[config.mk]
export PLATFORM = sky130hd
export DESIGN_NAME = conv_enc_punct
export DESIGN_NICKNAME = d
export VERILOG_FILES = /design/src/rtl/conv_enc_pkg.sv /design/src/rtl/conv_enc_punct_cw.sv /design/src/rtl/conv_enc_punct.sv
export SDC_FILE = /design/constraint.sdc
export NUM_CORES = 1
export LEC_CHECK = 0
export CAP_MARGIN = 20
export CELL_PAD_IN_SITES_DETAIL_PLACEMENT = 0
export CELL_PAD_IN_SITES_GLOBAL_PLACEMENT = 1
export CORE_MARGIN = 1
export CORE_UTILIZATION = 42
export DETAILED_ROUTE_END_ITERATION = 6
export GPL_ROUTABILITY_DRIVEN = 0
export HOLD_SLACK_MARGIN = 0.15
export PLACE_DENSITY = 0.84
export SLEW_MARGIN = 0
export SYNTH_ARGS = -nofsm -noshare
export SYNTH_HDL_FRONTEND = slang
export SYNTH_HIERARCHICAL = 1
export SYNTH_SLANG_ARGS = --single-unit
[constraint.sdc]
create_clock -name clk -period 3.2 [get_ports clk]
set_clock_uncertainty 0.15 [all_clocks]
set_input_delay 0.48 -clock clk [delete_from_list [all_inputs] [get_ports clk]]
set_output_delay 0.48 -clock clk [all_outputs]
set_load 0.05 [all_outputs]
[src/rtl/conv_enc_pkg.sv]
// Shared types and helpers for the parametrised convolutional encoder.
package conv_enc_pkg;

  typedef enum logic [1:0] {ACCEPT, EMIT, TAIL} enc_state_t;

  localparam logic [31:0] GEN_ALL_ONES = '1;

  // Parity of the tapped window bits; only the low `width` bits take part.
  function automatic logic parity(input logic [31:0] gen, input logic [31:0] window,
                                  input int unsigned width);
    logic p;
    p = 1'b0;
    for (int unsigned i = 0; i < 32; i++) begin
      if (i < width) p = p ^ (gen[i] & window[i]);
    end
    return p;
  endfunction

endpackage

[src/rtl/conv_enc_punct_cw.sv]
// Combinational codeword generator: one parity bit per generator over {b, sr}.
module conv_enc_cw
  import conv_enc_pkg::*;
#(
  parameter int K = 4,
  parameter int R = 2
) (
  input  logic [K-2:0]          sr,
  input  logic                  b,
  input  logic [R-1:0][K-1:0]   gens,
  output logic [R-1:0]          c
);

  always_comb begin
    c = '0;
    for (int unsigned j = 0; j < R; j++) begin
      c[j] = parity(32'(gens[j]), 32'({b, sr}), K);
    end
  end

endmodule

[src/rtl/conv_enc_punct.sv]
// Rate-1/R convolutional encoder with loadable generators, puncturing,
// automatic zero termination and a serialised one-bit output stream.
module conv_enc_punct
  import conv_enc_pkg::*;
#(
  parameter int K = 4,
  parameter int R = 2,
  parameter int P = 2
) (
  input  logic                  clk,
  input  logic                  reset,
  input  logic                  gen_we,
  input  logic [$clog2(R)-1:0]  gen_sel,
  input  logic [K-1:0]          gen_data,
  input  logic                  punct_we,
  input  logic [R*P-1:0]        punct_data,
  input  logic                  in_valid,
  output logic                  in_ready,
  input  logic                  in_data,
  input  logic                  in_last,
  output logic                  out_valid,
  input  logic                  out_ready,
  output logic                  out_data,
  output logic                  out_last,
  output logic                  busy
);

  localparam int JW = $clog2(R);
  localparam int PW = (P > 1) ? $clog2(P) : 1;
  localparam int TW = $clog2(K);

  enc_state_t             state;
  logic [K-2:0]           sr;
  logic [R-1:0][K-1:0]    gens;
  logic [P-1:0][R-1:0]    punct;
  logic [PW-1:0]          col;
  logic [JW-1:0]          j;
  logic [JW-1:0]          j_nxt;
  logic [TW-1:0]          tail_cnt;
  logic [R-1:0]           cw;
  logic [R-1:0]           c;
  logic                   is_last;
  logic                   is_tail;
  logic                   b;
  logic                   final_cw;

  always_comb begin
    b        = (state == TAIL) ? 1'b0 : in_data;
    j_nxt    = j + 1'b1;
    final_cw = is_tail && (tail_cnt == TW'(K-1));
  end

  conv_enc_cw #(.K(K), .R(R)) u_cw (
    .sr   (sr),
    .b    (b),
    .gens (gens),
    .c    (c)
  );

  // Outputs are registered: each transition also preloads the flags for the
  // position the next cycle will present.
  always_ff @(posedge clk) begin
    if (reset) begin
      state     <= ACCEPT;
      sr        <= '0;
      gens      <= {R{GEN_ALL_ONES[K-1:0]}};
      punct     <= '1;
      col       <= '0;
      j         <= '0;
      tail_cnt  <= '0;
      cw        <= '0;
      is_last   <= 1'b0;
      is_tail   <= 1'b0;
      in_ready  <= 1'b1;
      out_valid <= 1'b0;
      out_data  <= 1'b0;
      out_last  <= 1'b0;
      busy      <= 1'b0;
    end else begin
      if (gen_we && (32'(gen_sel) < R)) gens[gen_sel] <= gen_data;
      if (punct_we) punct <= punct_data;

      case (state)
        ACCEPT: begin
          if (in_valid && in_ready) begin
            cw        <= c;
            sr        <= {in_data, sr[K-2:1]};
            is_last   <= in_last;
            is_tail   <= 1'b0;
            j         <= '0;
            busy      <= 1'b1;
            in_ready  <= 1'b0;
            out_valid <= punct[col][0];
            out_data  <= c[0];
            out_last  <= 1'b0;
            state     <= EMIT;
          end
        end
        TAIL: begin
          cw        <= c;
          sr        <= {1'b0, sr[K-2:1]};
          is_tail   <= 1'b1;
          tail_cnt  <= tail_cnt + 1'b1;
          j         <= '0;
          out_valid <= 1'b1;
          out_data  <= c[0];
          out_last  <= 1'b0;
          state     <= EMIT;
        end
        EMIT: begin
          if (!out_valid || out_ready) begin
            if (j == JW'(R-1)) begin
              out_valid <= 1'b0;
              out_last  <= 1'b0;
              if (!is_tail) col <= (col == PW'(P-1)) ? '0 : col + 1'b1;
              if (final_cw) begin
                sr       <= '0;
                col      <= '0;
                tail_cnt <= '0;
                is_last  <= 1'b0;
                is_tail  <= 1'b0;
                busy     <= 1'b0;
                in_ready <= 1'b1;
                state    <= ACCEPT;
              end else if (is_last) begin
                state <= TAIL;
              end else begin
                in_ready <= 1'b1;
                state    <= ACCEPT;
              end
            end else begin
              j         <= j_nxt;
              out_valid <= is_tail | punct[col][j_nxt];
              out_data  <= cw[j_nxt];
              out_last  <= final_cw && (j_nxt == JW'(R-1));
            end
          end
        end
        default: state <= ACCEPT;
      endcase
    end
  end

endmodule

Yosys cells after proc, flatten, opt, wreduce, memory -nomap -nowiden

Cells that the tools add are included.

Logic and storage cells: 127
Output and inout port bits: 5
Bits of input ports: 17
Flip-flop bits (word level): 30

Reductions and logical operators: 20
Equal/unequal tests: 10
Mux-type cells: 58
$add $sub $neg: 3
$lt $le $gt $ge: 4
Bitwise logic cells: 15

Operators by type and width:

| cell                                                                 | number |
|---|---|
| 1-bit 2-to-1 mux                                                     | 28 |
| 2-bit 2-to-1 mux                                                     | 11 |
| 1-bit one-hot mux with 3 select lines                                | 5 |
| 5-bit AND reduction                                                  | 3 |
| 3-bit 2-to-1 mux                                                     | 4 |
| 4-bit AND reduction                                                  | 3 |
| 2-bit inequality test, second input constant                         | 5 |
| 3-bit one-hot mux with 3 select lines                                | 1 |
| 1-bit AND                                                            | 8 |
| 8-bit bitwise mux                                                    | 1 |
| 2-bit one-hot mux with 2 select lines                                | 2 |
| 1-bit by 2-bit < comparator with 1-bit output, second input constant | 3 |
| 1-bit one-hot mux with 2 select lines                                | 3 |
| 2-bit one-hot mux with 3 select lines                                | 1 |
| 3-bit AND reduction                                                  | 2 |
| 2-bit nonzero test                                                   | 3 |
| 1-bit XOR                                                            | 6 |
| 4-bit demux with 1-bit select                                        | 1 |
| 2-bit equality test, second input constant                           | 2 |
| 1-bit logical AND                                                    | 4 |
| 4-bit 2-to-1 mux                                                     | 1 |
| 3-bit inequality test, second input constant                         | 1 |
| 3-bit nonzero test                                                   | 1 |
| 1-bit adder, second input constant                                   | 2 |
| 9 further kinds                                                      | 9 |

Longest topological paths before layout

Depth after elaboration: 8
Depth in mapped cells: 8
Depth with buffers taken out: 8

By module

The synthesis kept the hierarchy.

By module, submodules not included:

| module         | cells an instance | sequential area each (sq um) | instances | area an instance (sq um) |
|---|---|---|---|---|
| conv_enc_punct | 157               | 580.6                        | 1         | 1325.0 |
| conv_enc_cw    | 14                | 0.0                          | 1         | 97.6 |

Worst setup path after synthesis

No wires, ideal clock.

Kind: register to register
Start point: reg in_ready
End point: reg out_last
Arrival time: 1.630 ns
Required time: 2.980 ns
Path buffers: 0
Clock period less this slack: 1.850 ns
Slack: 1.350 ns
Setup time: 0.070 ns
Stages on the path, launching flop included: 5
Cell sequence: dfxtp_1 a21boi_1 a211o_1 or4_1 a21oi_1

Longest elaborated chain between the ends: 3

Ends and longest elaborated chain:

| what                                   | RTL line              | RTL |
|---|---|---|
| start: declaration                     | conv_enc_punct.sv:18  | `output logic in_ready,` |
| start signal: assignment               | conv_enc_punct.sv:74  | `in_ready <= 1'b1;` |
| start signal: assignment               | conv_enc_punct.sv:92  | `in_ready <= 1'b0;` |
| start signal: assignment               | conv_enc_punct.sv:123 | `in_ready <= 1'b1;` |
| 1-bit logical AND                      | conv_enc_punct.sv:85  | `if (in_valid && in_ready) begin` |
| 2-bit inequality test (no source line) | --                    |  |
| 3-bit AND reduction (no source line)   | --                    |  |
| end signal: assignment                 | conv_enc_punct.sv:135 | `out_last <= final_cw && (j_nxt == JW'(R-1));` |
| end: declaration                       | conv_enc_punct.sv:24  | `output logic out_last,` |

No other way between the ends.
A chain may end at the register's enable or synchronous reset.

Final worst setup path

Start point: reg state[0]
End point: reg out_last

Longest elaborated chain between the ends: 3
Elaborated cells between the ends (all ways): 8
Those cells by class: eq/ne: 4; mux: 1; reduce/logical: 3

Ends and longest elaborated chain:

| what                                                                         | RTL line              | RTL |
|---|---|---|
| start: declaration                                                           | conv_enc_punct.sv:32  | `enc_state_t state;` |
| start signal: assignment                                                     | conv_enc_punct.sv:64  | `state <= ACCEPT;` |
| start signal: assignment                                                     | conv_enc_punct.sv:96  | `state <= EMIT;` |
| start signal: assignment                                                     | conv_enc_punct.sv:108 | `state <= EMIT;` |
| 2-bit by 1-bit equality test with 1-bit output (tied with other cells)       | conv_enc_punct.sv:83  | `case (state)` |
| 2-bit inequality test (no source line) or 3-bit nonzero test (tied branches) | --                    |  |
| 3-bit AND reduction (no source line)                                         | --                    |  |

Several ways; a longest one is shown, not always the timed one.

==> results by stage <==
Yosys:
- The share of the yosys chip area belonging to registers is 0.408.
- For this run, asynchronously set or reset flops after synthesis account for 0.
- The most instantiated flip-flop cell in the synthesis netlist is sky130_fd_sc_hd__dfxtp_1.
- Of all cell types, the one taking the most synthesized area is sky130_fd_sc_hd__dfxtp_1.
- The post-synthesis area per instance is slightly above 8 µm².
- The total number of yosys warnings is 6.
- The count of mapped cells out of synthesis is approximately 170.
- The cell with the most instances after synthesis is sky130_fd_sc_hd__nand2_1.
- The number of enable flip-flop cells after synthesis is 0.
- Of the post-synthesis cell area, the dominant cell type holds 0.408.
- The register bit count reported by yosys is 29.
- In the synthesized netlist, the cells that appear most often are 31 x sky130_fd_sc_hd__nand2_1, 29 x sky130_fd_sc_hd__dfxtp_1, 16 x sky130_fd_sc_hd__nand3_1.
- The synthesized netlist net count is 193.
- Yosys attributes the largest share of cell area to sky130_fd_sc_hd__dfxtp_1 41%, sky130_fd_sc_hd__nand2_1 8.2%, sky130_fd_sc_hd__nand3_1 5.6%.
- The synthesized cell area is ~1400 µm².
- The count of distinct cell types in the synthesized netlist is 37.

Final layout:
- After the last flow step, the layout net total stands at 217.
- From synthesis to final layout, the design area changed by 22.6%.
- The final standard cell count with taps included and fillers excluded is 240.
- Measured on the finished design, the core utilization comes to 0.558.
- 0 antenna diodes ended up in the layout.
- The finished cells cover 1740 µm².
- The fraction of layout cells with a size suffix above 1 is 0.0714.
- The fill cell total of the finished layout is 327.

Placement:
- In this run the cell area measured after placement is around 1700 µm².
- The number of placed instances, taps included, is between 200 and 250.
- After legalization and detailed placement, the total HPWL measured around 2.4 mm.
- Buffers placed on the I/O ports in this run total 21.

STA:
- The final sum of negative setup slack is 0 ps.
- The worst pin sits at a relative slew slack of 0.516.
- The count of endpoints failing setup in the final report is 0.
- The number of pins exceeding their max-slew limit in the final report is 0.
- For the pin with the worst max-slew slack, the measured transition is approximately 720 ps.
- The clock period minus final worst setup slack is 2190 ps.
- The count of endpoints failing hold in the final timing report is 0.
- Setup repair after global routing left no endpoint under its margin.
- Dividing the final minimum period by the clock period gives 0.686.
- For this run, the top clock speed supported by timing is ~460 MHz.

GRT:
- The aggregate global-route resource usage is 0.196.
- The number of antenna violations at the first check in global routing is 0.
- In this run the most used layer during global routing was met2.
- The first-pass GRT wire length is between 5 and 6 mm.
- The remaining global-route overflow is 0.
- The pin count of the biggest net entering global routing is 15.
- For met2 alone, demand over resource in global routing was 0.322.
- The global routing usage on met3 is 0.0563.
- For this run, global-route usage on met1 was measured as 0.233.
- The number of global-route vias before repair is ~1200.

Critical path:
- Of all nets on the critical path, the largest fanout is 11.
- The worst setup path startpoint is state[0].
- Data arrives at the worst endpoint at roughly 2300 ps.
- The origin of the critical flop-to-flop path is state[0].
- The worst endpoint required time is approximately 3300 ps.
- STA classifies the critical path endpoint as a flop.
- The kind of launch point of the worst setup path is a flop.
- Measured in cells, the most critical reg-to-reg path has a length of 6.
- The type of the worst setup path is flop to flop.
- For flop-to-flop paths, the worst setup slack is ~1000 ps.
- The capturing point of the worst reg2reg path is out_last.

Floorplanning:
- The die is between 60 and 70 µm wide.
- The starting density of the core is 0.455.
- For this design the top-level I/O count stands at 22.
- The die footprint is 3620 µm².
- The floorplan step set the die height to between 60 and 70 µm.
- In this run the core area contains 20 standard-cell rows.
- The placeable core area is 3130 µm².

Routing:
- The via total after detailed routing is between 1000 and 1500.
- The routed length per instance is around 13 µm.
- The count of unresolved DRC violations after routing is 0.
- After the first detailed-routing iteration, the DRC count stood at 64.
- The remaining antenna violation count is 0.
- The vias per cell is between 5 and 6.
- The aggregate routed wire length is 3.13 mm.
- The number of detailed-routing iterations run before antenna repair is 4.

Clock tree:
- The hold-fix buffer count after cts is 0.
- The clock edge transition at the registers on the reported setup and hold paths is 100 ps.
- TritonCTS built the clock tree.
- The number of clock sinks seen by CTS is 29.
- The clock passes through at most 2 buffers.
- The insertion delay of the later-clocked pin in the worst-skew pair is 330 ps.
- The number of gates given a new drive strength after cts is 0.
- The number of buffers added for setup after CTS is 0.
- The total number of H-tree levels is 2.
- Clock tree synthesis selected as its root buffer the cell sky130_fd_sc_hd__clkbuf_4.
- The CTS buffer count is 5.

Power:
- Summed over all cells, the static leakage comes to 0.692 nW.
- The cell area power density is between 600 and 700 nW/µm².
- Total power for the finished layout comes to between 1 and 1.5 mW.
- The peak supply drop is 283 µV.

Run status:
- The run finished with clean final reports.

Hold path:
- The path with the worst hold slack has its endpoint at out_last.
- The count of cells along the worst hold path is 2.
- The worst hold-check path type is flop to flop.
- The hold path startpoint is out_last.

Job:
- The number of violations of the max-capacitance limit is 0.
-- cell families after synthesis --
family / after synthesis / synth area share
and+or+nand+nor: 77 / 0.259
AOI/OAI and AO/OA: 37 / 0.163
DFF: 29 / 0.408
buffers and inverters: 10 / 0.0281
muxes: 7 / 0.0501
xor gates and xnor gates: 6 / 0.0475
adders and majority gates: 5 / 0.0440
-- per-stage QoR --
step                worst slack [ps]  hold WS [ps]
detailed placement               864           307
global route                     906           336
global placement                 872           300
CTS                             1010           320
finish                          1010           319
floorplan                       1350           283
-- where the power goes --
| part | internal [mW] | total, mW | switching [mW] |
|---|---|---|---|
| Combinational | 0.158 | 0.393 | 0.235 |
| Clock | 0.127 | 0.254 | 0.127 |
| Sequential | 0.409 | 0.447 | 0.0388 |
-- sequential cells by signal (all words and copies together) (netlist names) --
signal,cells
out_valid,1
out_last,1
is_last,1
tail_cnt,2
col,1
state,2
out_data,1
in_ready,1
punct,4
busy,1
j,1
sr,3
gens,8
cw,1
is_tail,1
-- how the worst max path moves through the flow --
| stage | endpoint | slack [ps] | cells past startpoint |
|---|---|---|---|
| final | out_last | 1010 | 6 |
| after detailed placement | out_last | 860 | 5 |
| after CTS | out_valid | 1010 | 1 |
| after floorplan | out_last | 1350 | 4 |
| after global routing | out_last | 910 | 6 |
| after global placement | out_last | 870 | 5 |
-- worst max-delay path: stages, from the launching register on --
cell and delay (ps):
sky130_fd_sc_hd__dfxtp_1 410, sky130_fd_sc_hd__inv_1 80, sky130_fd_sc_hd__ha_1 260, sky130_fd_sc_hd__a21boi_1 250, sky130_fd_sc_hd__a211o_1 390, sky130_fd_sc_hd__or4_1 420
sky130_fd_sc_hd__a21oi_1 150
-- area by class of cell --
class	count	area, µm²	share of cell area
clock inverter	1	5.00	0.00287
inverter	5	18.8	0.0108
tap	44	55.1	0.0316
multi-input combinational	132	802	0.460
clock buffer	7	65.1	0.0373
timing repair buffer	22	218	0.125
sequential	29	581	0.333
-- routing by layer --
layer	share of wire	routed length, µm	vias to the layer above
met1	0.45	1410	579
met2	0.47	1460	42
met4	0.0061	19	0
met5	0	0	-
met3	0.075	236	2
li1	-	-	650
-- placed cells by master, fill, tap and decap left out, types with 2 or more instances in the layout --
cell and count:
sky130_fd_sc_hd__xnor2_2 2, sky130_fd_sc_hd__clkbuf_4 5, sky130_fd_sc_hd__nor3_1 4, sky130_fd_sc_hd__dfxtp_1 29
sky130_fd_sc_hd__a22oi_1 2, sky130_fd_sc_hd__mux2i_1 6, sky130_fd_sc_hd__a211oi_1 2, sky130_fd_sc_hd__ha_1 5
sky130_fd_sc_hd__xnor2_1 2, sky130_fd_sc_hd__nor2b_1 6, sky130_fd_sc_hd__clkdlybuf4s50_1 21, sky130_fd_sc_hd__nand2b_1 4
sky130_fd_sc_hd__nand3_1 16, sky130_fd_sc_hd__clkbuf_8 2, sky130_fd_sc_hd__a21oi_1 13, sky130_fd_sc_hd__nand2_1 31
sky130_fd_sc_hd__nor2_1 9, sky130_fd_sc_hd__or4_1 2, sky130_fd_sc_hd__inv_1 4, sky130_fd_sc_hd__or3_1 2
sky130_fd_sc_hd__xor2_1 2, sky130_fd_sc_hd__o21ai_0 10
Power figures use the tool's default switching activity.
